--- src/rtl/seg7_scan_driver.sv ---
// Six-digit multiplexed seven-segment scanner with per-frame digit snapshot and anode blanking gaps.
// Optional build macro: LEADING_ZERO_BLANK_EN (dark hour-tens digit when it is zero).
module seg7_scan_driver #(
  parameter int DIV_CYCLES   = 5,
  parameter int BLANK_CYCLES = 1,
  parameter int ACTIVE_LOW   = 1
) (
  input  logic       CLK,
  input  logic       rst_n,
  input  logic       i_en_disp,
  input  logic [3:0] i_sec_l,
  input  logic [3:0] i_sec_m,
  input  logic [3:0] i_min_l,
  input  logic [3:0] i_min_m,
  input  logic [3:0] i_hour_l,
  input  logic [3:0] i_hour_m,
  output logic [6:0] o_seg,
  output logic       o_dp,
  output logic [5:0] o_an,
  output logic       o_frame_done,
  output logic [1:0] dbg_state
);

  typedef enum logic [1:0] {ST_OFF = 2'd0, ST_BLANK = 2'd1, ST_DRIVE = 2'd2} state_t;

  localparam int CNT_W = $clog2(DIV_CYCLES + 1);
  localparam logic [CNT_W-1:0] DIV_LAST   = CNT_W'(DIV_CYCLES - 1);
  localparam logic [CNT_W-1:0] BLANK_LAST = CNT_W'((BLANK_CYCLES > 0) ? BLANK_CYCLES - 1 : 0);
  localparam state_t SLOT_START = (BLANK_CYCLES == 0) ? ST_DRIVE : ST_BLANK;
  localparam logic INV = (ACTIVE_LOW != 0);

  state_t           state_q, state_d;
  logic [2:0]       idx_q, idx_d;
  logic [CNT_W-1:0] cnt_q, cnt_d;
  logic [5:0][3:0]  snap_q, snap_d;
  logic             snap_load;
  logic             lit;
  logic [5:0]       an_hi;
  logic [6:0]       seg_hi;
  logic             dp_hi;
  logic             fd_d;

  function automatic logic [6:0] decode(input logic [3:0] code);
    case (code)
      4'd0: decode = 7'h3F;
      4'd1: decode = 7'h06;
      4'd2: decode = 7'h5B;
      4'd3: decode = 7'h4F;
      4'd4: decode = 7'h66;
      4'd5: decode = 7'h6D;
      4'd6: decode = 7'h7D;
      4'd7: decode = 7'h07;
      4'd8: decode = 7'h7F;
      4'd9: decode = 7'h6F;
      default: decode = 7'h40;
    endcase
  endfunction

  assign dbg_state = state_q;

  // Next-state logic; the counter runs across the whole slot, blank cycles included.
  always_comb begin
    state_d   = state_q;
    idx_d     = idx_q;
    cnt_d     = cnt_q;
    snap_load = 1'b0;
    if (!i_en_disp) begin
      state_d = ST_OFF;
      idx_d   = 3'd0;
      cnt_d   = '0;
    end else begin
      case (state_q)
        ST_OFF: begin
          snap_load = 1'b1;
          idx_d     = 3'd0;
          cnt_d     = '0;
          state_d   = SLOT_START;
        end
        ST_BLANK: begin
          cnt_d = cnt_q + 1'b1;
          if (cnt_q == BLANK_LAST) state_d = ST_DRIVE;
        end
        ST_DRIVE: begin
          if (cnt_q == DIV_LAST) begin
            cnt_d   = '0;
            state_d = SLOT_START;
            if (idx_q == 3'd5) begin
              idx_d     = 3'd0;
              snap_load = 1'b1;
            end else begin
              idx_d = idx_q + 3'd1;
            end
          end else begin
            cnt_d = cnt_q + 1'b1;
          end
        end
        default: begin
          state_d = ST_OFF;
          idx_d   = 3'd0;
          cnt_d   = '0;
        end
      endcase
    end
  end

  // Outputs are computed from the next state so they register in step with it.
  always_comb begin
    snap_d = snap_load ? {i_hour_m, i_hour_l, i_min_m, i_min_l, i_sec_m, i_sec_l} : snap_q;
    lit    = (state_d == ST_DRIVE);
`ifdef LEADING_ZERO_BLANK_EN
    if (idx_d == 3'd5 && snap_d[5] == 4'd0) lit = 1'b0;
`endif
    an_hi  = lit ? (6'b1 << idx_d) : 6'b0;
    seg_hi = lit ? decode(snap_d[idx_d]) : 7'b0;
    dp_hi  = lit && (idx_d == 3'd2 || idx_d == 3'd4);
    fd_d   = (state_d == ST_DRIVE) && (idx_d == 3'd5) && (cnt_d == DIV_LAST);
  end

  always_ff @(posedge CLK or negedge rst_n) begin
    if (!rst_n) begin
      state_q      <= ST_OFF;
      idx_q        <= 3'd0;
      cnt_q        <= '0;
      snap_q       <= '0;
      o_an         <= {6{INV}};
      o_seg        <= {7{INV}};
      o_dp         <= INV;
      o_frame_done <= 1'b0;
    end else begin
      state_q      <= state_d;
      idx_q        <= idx_d;
      cnt_q        <= cnt_d;
      snap_q       <= snap_d;
      o_an         <= an_hi ^ {6{INV}};
      o_seg        <= seg_hi ^ {7{INV}};
      o_dp         <= dp_hi ^ INV;
      o_frame_done <= fd_d;
    end
  end

endmodule

--- config.mk ---
export PLATFORM = sky130hd
export DESIGN_NAME = seg7_scan_driver
export DESIGN_NICKNAME = d
export VERILOG_FILES = /design/src/rtl/seg7_scan_driver.sv
export SDC_FILE = /design/constraint.sdc
export NUM_CORES = 1
export LEC_CHECK = 0
export ABC_AREA = 1
export CAP_MARGIN = 15
export CORE_MARGIN = 4
export CORE_UTILIZATION = 43
export CTS_CLUSTER_DIAMETER = 200
export DETAILED_ROUTE_END_ITERATION = 7
export PLACE_DENSITY = 0.74
export RECOVER_POWER = 100
export SLEW_MARGIN = 15
export SYNTH_ARGS = -nofsm -noshare
export SYNTH_HDL_FRONTEND = slang
export SYNTH_SLANG_ARGS = --single-unit
--- constraint.sdc ---
create_clock -name CLK -period 3.1 [get_ports CLK]
set_clock_uncertainty 0.1 [all_clocks]
set_input_delay 0.775 -clock CLK [delete_from_list [all_inputs] [get_ports CLK]]
set_output_delay 0.775 -clock CLK [all_outputs]
set_load 0.03 [all_outputs]
### Word-level counts from Yosys, hierarchy flattened

Memory sizes are Yosys's and may differ from the RTL's.
Index checks and enable logic that the tools add are counted.

| word-level totals | value |
|---|---|
| flip-flop bits (word level) | 47 |
| memories kept | 1 |
| word-level logic and storage cells | 56 |
| input bits | 27 |
| output and inout bits | 17 |
| bits in read-only memories | 112 |

Memories:

| name | words | bits a word | rd ports | clocked after memory_dff | write ports | line | source |
|---|---|---|---|---|---|---|---|
| (no name shown) | 16 | 7 | 1 | 0 | 0 | 44 | `case (code)` |

| operators by class | value |
|---|---|
| shift-type cells | 1 |
| equal/unequal tests | 9 |
| muxes and demuxes | 20 |
| magnitude comparators | 1 |
| bitwise logic cells | 3 |
| $add $sub $neg | 2 |
| reductions and logical operators | 6 |

Operators by type and width:

| kind | number |
|---|---|
| $mux W24 | 1 |
| $eq A3 B3 Y1 const B | 5 |
| $mux W3 | 5 |
| $bmux W4 S3 | 1 |
| $pmux W3 S2 | 2 |
| $mux W7 | 1 |
| $not A7 Y7 | 1 |
| $add A3 B1 Y3 const B | 2 |
| $mux W2 | 3 |
| $mux W6 | 1 |
| $not A6 Y6 | 1 |
| $pmux W2 S3 | 1 |
| $shl A1 B3 Y6 const A | 1 |
| $eq A2 B2 Y1 const B | 2 |
| $lt A3 B4 Y1 const B | 1 |
| $mux W4 | 1 |
| $eq A3 B2 Y1 const B | 1 |
| $logic_and A1 B1 Y1 | 3 |
| $logic_not A3 Y1 | 1 |
| $mux W1 | 3 |
| $eq A2 B1 Y1 const B | 1 |
| $logic_not A2 Y1 | 1 |
| $pmux W1 S2 | 1 |
| $logic_or A1 B1 Y1 | 1 |
| $not A1 Y1 | 1 |

### Logic depth before layout (Yosys ltp)

An unclocked memory read counts as a cell.

| logic depth | value |
|---|---|
| depth after elaboration | 11 |
| gate-level depth with buffers | 18 |
| gate-level depth less buffers | 18 |

### Worst setup path after synthesis

No wires, ideal clock.

| path | value |
|---|---|
| kind | register to register |
| start | register state_q[0], in the netlist dbg_state[0] |
| end | register o_seg[5] |
| data required time | 2903 ps |
| path slack | 502 ps |
| stages on the path, launching flop included | 19 |
| path buffers | 1 |
| library setup time | 97 ps |
| arrival | 2401 ps |
| period minus slack after synthesis | 2598 ps |
| cells stage by stage | dfrtp_1 -> inv_1 -> ha_1 -> nand3_2 -> nand2_4 -> nand3_4 -> buf_2 -> nand2_1 -> nand2_1 -> nor2_1 -> nor2_1 -> nand3_1 -> nand2_1 -> inv_1 -> ha_1 -> inv_1 -> nand3_1 -> nand3_1 -> nand3_1 |

| on the way | value |
|---|---|
| cells in the longest elaborated chain, start to end | 9 |
| elaborated cells between the ends (all ways) | 18 |
| those cells by class | eq/ne (3); mux (12); bitwise (1); reduce/logical (1); memory (1) |

Ends and longest elaborated chain:

| item | line | source |
|---|---|---|
| start, declared | 32 | `state_t state_q, state_d;` |
| start signal, assigned | 130 | `state_q <= state_d;` |
| $eq A2 B2 Y1 or $logic_not A2 Y1 (tied branches) | 72 | `case (state_q)` |
| $pmux W1 S2 | 72 |  |
| $mux W1 | 67 | `if (!i_en_disp) begin` |
| $mux W24 | 108 | `snap_d = snap_load ? {i_hour_m, i_hour_l, i_min_m, i_min_l, i_sec_m, i_sec_l} : snap_q;` |
| $bmux W4 S3 | 114 | `seg_hi = lit ? decode(snap_d[idx_d]) : 7'b0;` |
| $mux W4 (implied by the code) | 114 |  |
| $mem_v2 Z16 W7 | n/a |  |
| $mux W7 (*) | 114 |  |
| $not A7 Y7 (no source line) (*) | n/a |  |
| end signal, assigned | 126 | `o_seg <= {7{INV}};` |
| end signal, assigned | 135 | `o_seg <= seg_hi ^ {7{INV}};` |
| end, declared | 17 | `output logic [6:0] o_seg,` |

Every way passes the cells marked *; elsewhere a longest branch is shown, timed or not. The select of a mux whose other input is x is not followed.

### Worst setup path after layout

| path | value |
|---|---|
| start | register state_q[0], in the netlist dbg_state[0] |
| end | register o_seg[0] |

Same word-level chain as after synthesis.

==> summary.txt <==
STA
  – Finish-stage setup viols: 0
  – Post-route setup TNS: 0 ps
  – Slew Limit Fails: 0
  – RSZ-0062 raised after global routing: no
  – Max Freq: 353.1 MHz
  – Final worst slack: around 270 ps
  – Worst Max-Slew Pin Slew: 966.8 ps
  – Min cycle time layout: about 2800 ps
  – Final Hold Viols: 0
  – Tcrit/Tclk final: around nine tenths
  – Rel. slew slack: a little over a third

Routing
  – Drt total wl: about 5100 µm
  – M1 wire length: roughly 2300 µm
  – Final ANT Viol Nets: 0
  – Top Layer Used: met4
  – Routed wl met2: between 2000 and 2500 µm
  – Routed len/inst: 11.45 µm
  – Routed vias/inst: about 4.6
  – WL met3: approximately 270 µm
  – Remaining DRCs: 0
  – First drt pass iteration count: 5
  – Via count: between 2,000 and 2,500
  – DRT iter0 DRCs: 94

Global routing
  – Tot GR Track Use: 15.12%
  – GRT overflow: 0
  – Initial antenna violation count: 0
  – Largest net degree at the start of global routing: 46
  – Vias in the first global route: just under 2,000
  – Global-route wire length before repair: about 8800 µm

Final layout
  – Antenna Cells: 0
  – Share of layout cells above drive strength 1: 13.37%
  – P&R area growth vs syn: 24.95%
  – Commonest cells after routing, fill and taps aside: 107 x nand2_1, 54 x inv_1, 33 x dfrtp_1
  – Final net count: between 400 and 500
  – Most common cell after layout, fill and taps aside: nand2_1

Placed design
  – Final HPWL from detailed placement: between 3000 and 4000 µm
  – DP Worst Slack: roughly 53 ps
  – Routability-driven placement congestion ratio: approximately 0.88
  – Number of port buffers: 43

Setup path
  – WP data arrival: 2950 ps
  – CP required: ~3200 ps
  – Cells on worst reg2reg path: 14
  – CP endpoint kind: flop
  – Flop2flop setup slack: roughly 270 ps
  – Number of cells on the critical path: 14
  – Slowest-stage cell, CP: dfrtp_1
  – Cells along the critical path: inv_1, ha_1, nand3_2, nand2_4, nand3_4, clkbuf_1, o21ai_0, nor2_1, nor2_1, nand3_1, nand2_2, inv_1, nand2_4, nand3_1
  – Crit Path Class: flop to flop
  – Worst path max stage delay: between 400 and 500 ps
  – Delay-heaviest family, CP: simple AND/OR/NAND/NOR gates
  – Reg2reg start: dbg_state[0]$_DFF_PN0_
  – FF-to-FF End: o_seg[0]$_DFF_PN1_
  – Crit start category: flop
  – CP bufs+invs: 3
  – Max FO, Critical Path: 15

Floorplanning
  – Initial Util: between 40% and 50%
  – Die H: between 80 and 90 µm
  – Die ar.: around 0.0071 mm²
  – Core box area: 0.005574 mm²
  – Chip width: between 80 and 90 µm
  – Row count: 27
  – Ports: 44

Clock network
  – CTS tree: done
  – Clock latency on the worst-skew pair: around 300 ps
  – CTS Hold Bufs: 0
  – Clk slew on worst S/H paths: roughly 80 ps
  – # clock sinks: 47
  – Post-CTS setup buffers: 0
  – # H-tree levels: 2
  – CTS root buf: clkbuf_8
  – CTS Buf Count: 5
  – Clock buffer depth: 2
  – Post_cts resized: 0

Logic synthesis
  – Yosys Warn Count: 0
  – #FFs+latches synth: between 40 and 50
  – Net Count, Synth: approximately 360
  – Sequential-to-total area share from yosys stat: 47.51%
  – Syn Inst Count: roughly 320
  – Cell Area, Synth: ~0.0025 mm²
  – Mean Syn Cell Area: just under 8 µm²
  – Unique masters post-synth: 26

Job
  – Max-cap viol count: 0

Worst hold path
  – End of the worst hold path: cnt_q[0]$_DFF_PN0_
  – Hold Startpoint: cnt_q[0]$_DFF_PN0_
  – Worst hold path depth: 1
  – HP Class: flop to flop

Power and ir drop
  – Pwr/cell area: 507.1 mW/mm²
  – Pleak: around 0.0016 µW
  – VDD IR-drop max: 0.2073 mV

Run status
  – Status: finished clean
==> per-stage QoR <==
step	power, µW	cell area, µm²	hold slack (ps)	utilization (%)	cells
final	1592	3139	390.0	56.32	446
after global routing	1707	3139	413.2	56.32	446
after CTS	1621	3157	393.1	56.63	446
after detailed placement	1213	3053	371.4	54.77	438
after global placement	1197	3053	359.1	54.77	438
after floorplan	1078	2512	337.7	-	319
==> cell usage after synthesis (all sizes together) <==
master	number	area [µm²]
dfrtp	33	825.8
inv	56	212.7
dfstp	14	367.9
nand2	117	476.7
nor2	31	121.4
a21oi	3	26.28
and2	1	6.260
ha	11	137.6
clkinv	1	3.750
nand3	32	197.7
a21boi	1	7.510
buf	4	35.03
nor3b	1	7.510
o21ai	7	42.54
nand4	7	43.79
==> per-layer routing <==
metal  GRT usage (%)  vias up
met4           3.453        0
met1           19.55      919
li1                -     1077
met2           25.25       38
met3           4.318        4
met5               0        -
==> where the power goes <==
group | switching [µW] | internal [µW] | leakage, µW
clock network | 201 | 203 | 0.0000505
registers | 27.4 | 711 | 0.000555
logic | 288 | 161 | 0.000961
==> logic make-up after synthesis <==
family                     after synthesis  share of synthesized area, %
DFF                                     47                         47.51
adders and majority gates               11                         5.478
and+or+nand+nor                        189                         33.96
buffers and inverters                   61                         10.01
AOI/OAI and AO/OA                       11                         3.038
==> worst register-to-register path, delay by kind of cell (launching register included) <==
kind,cells,cell delay (ps)
AO/OA/AOI/OAI,1,350
adder cells (fa/ha/maj),1,270
buffers and inverters,3,460
flip-flops,1,430
AND/OR/NAND/NOR,9,1160
==> worst max path at each step <==
stage                                      start                  to
after global placement                 i_en_disp  o_seg[5]$_DFF_PN1_
after floorplan           dbg_state[0]$_DFF_PN0_  o_seg[5]$_DFF_PN1_
final                     dbg_state[0]$_DFF_PN0_  o_seg[0]$_DFF_PN1_
after global routing      dbg_state[0]$_DFF_PN0_  o_seg[0]$_DFF_PN1_
after CTS                              i_en_disp  o_seg[3]$_DFF_PN1_
after detailed placement               i_en_disp  o_seg[3]$_DFF_PN1_
==> registers in the layout, summed over array words and instances (netlist names) <==
register / count
o_seg: 7
o_frame_done: 1
dbg_state: 2
o_dp: 1
o_an: 6
cnt_q: 3
snap_q: 24
idx_q: 3
==> final cells by class <==
type | instances | area, µm²
Fill cell | 517 | 2435
Clock buffer | 7 | 96.34
Multi-Input combinational cell | 211 | 1061
Sequential cell | 47 | 1194
Inverter | 57 | 216.5
Tap cell | 72 | 90.09
Timing Repair Buffer | 51 | 474.2
Clock inverter | 1 | 7.507
(Power assumes the default switching activity.)
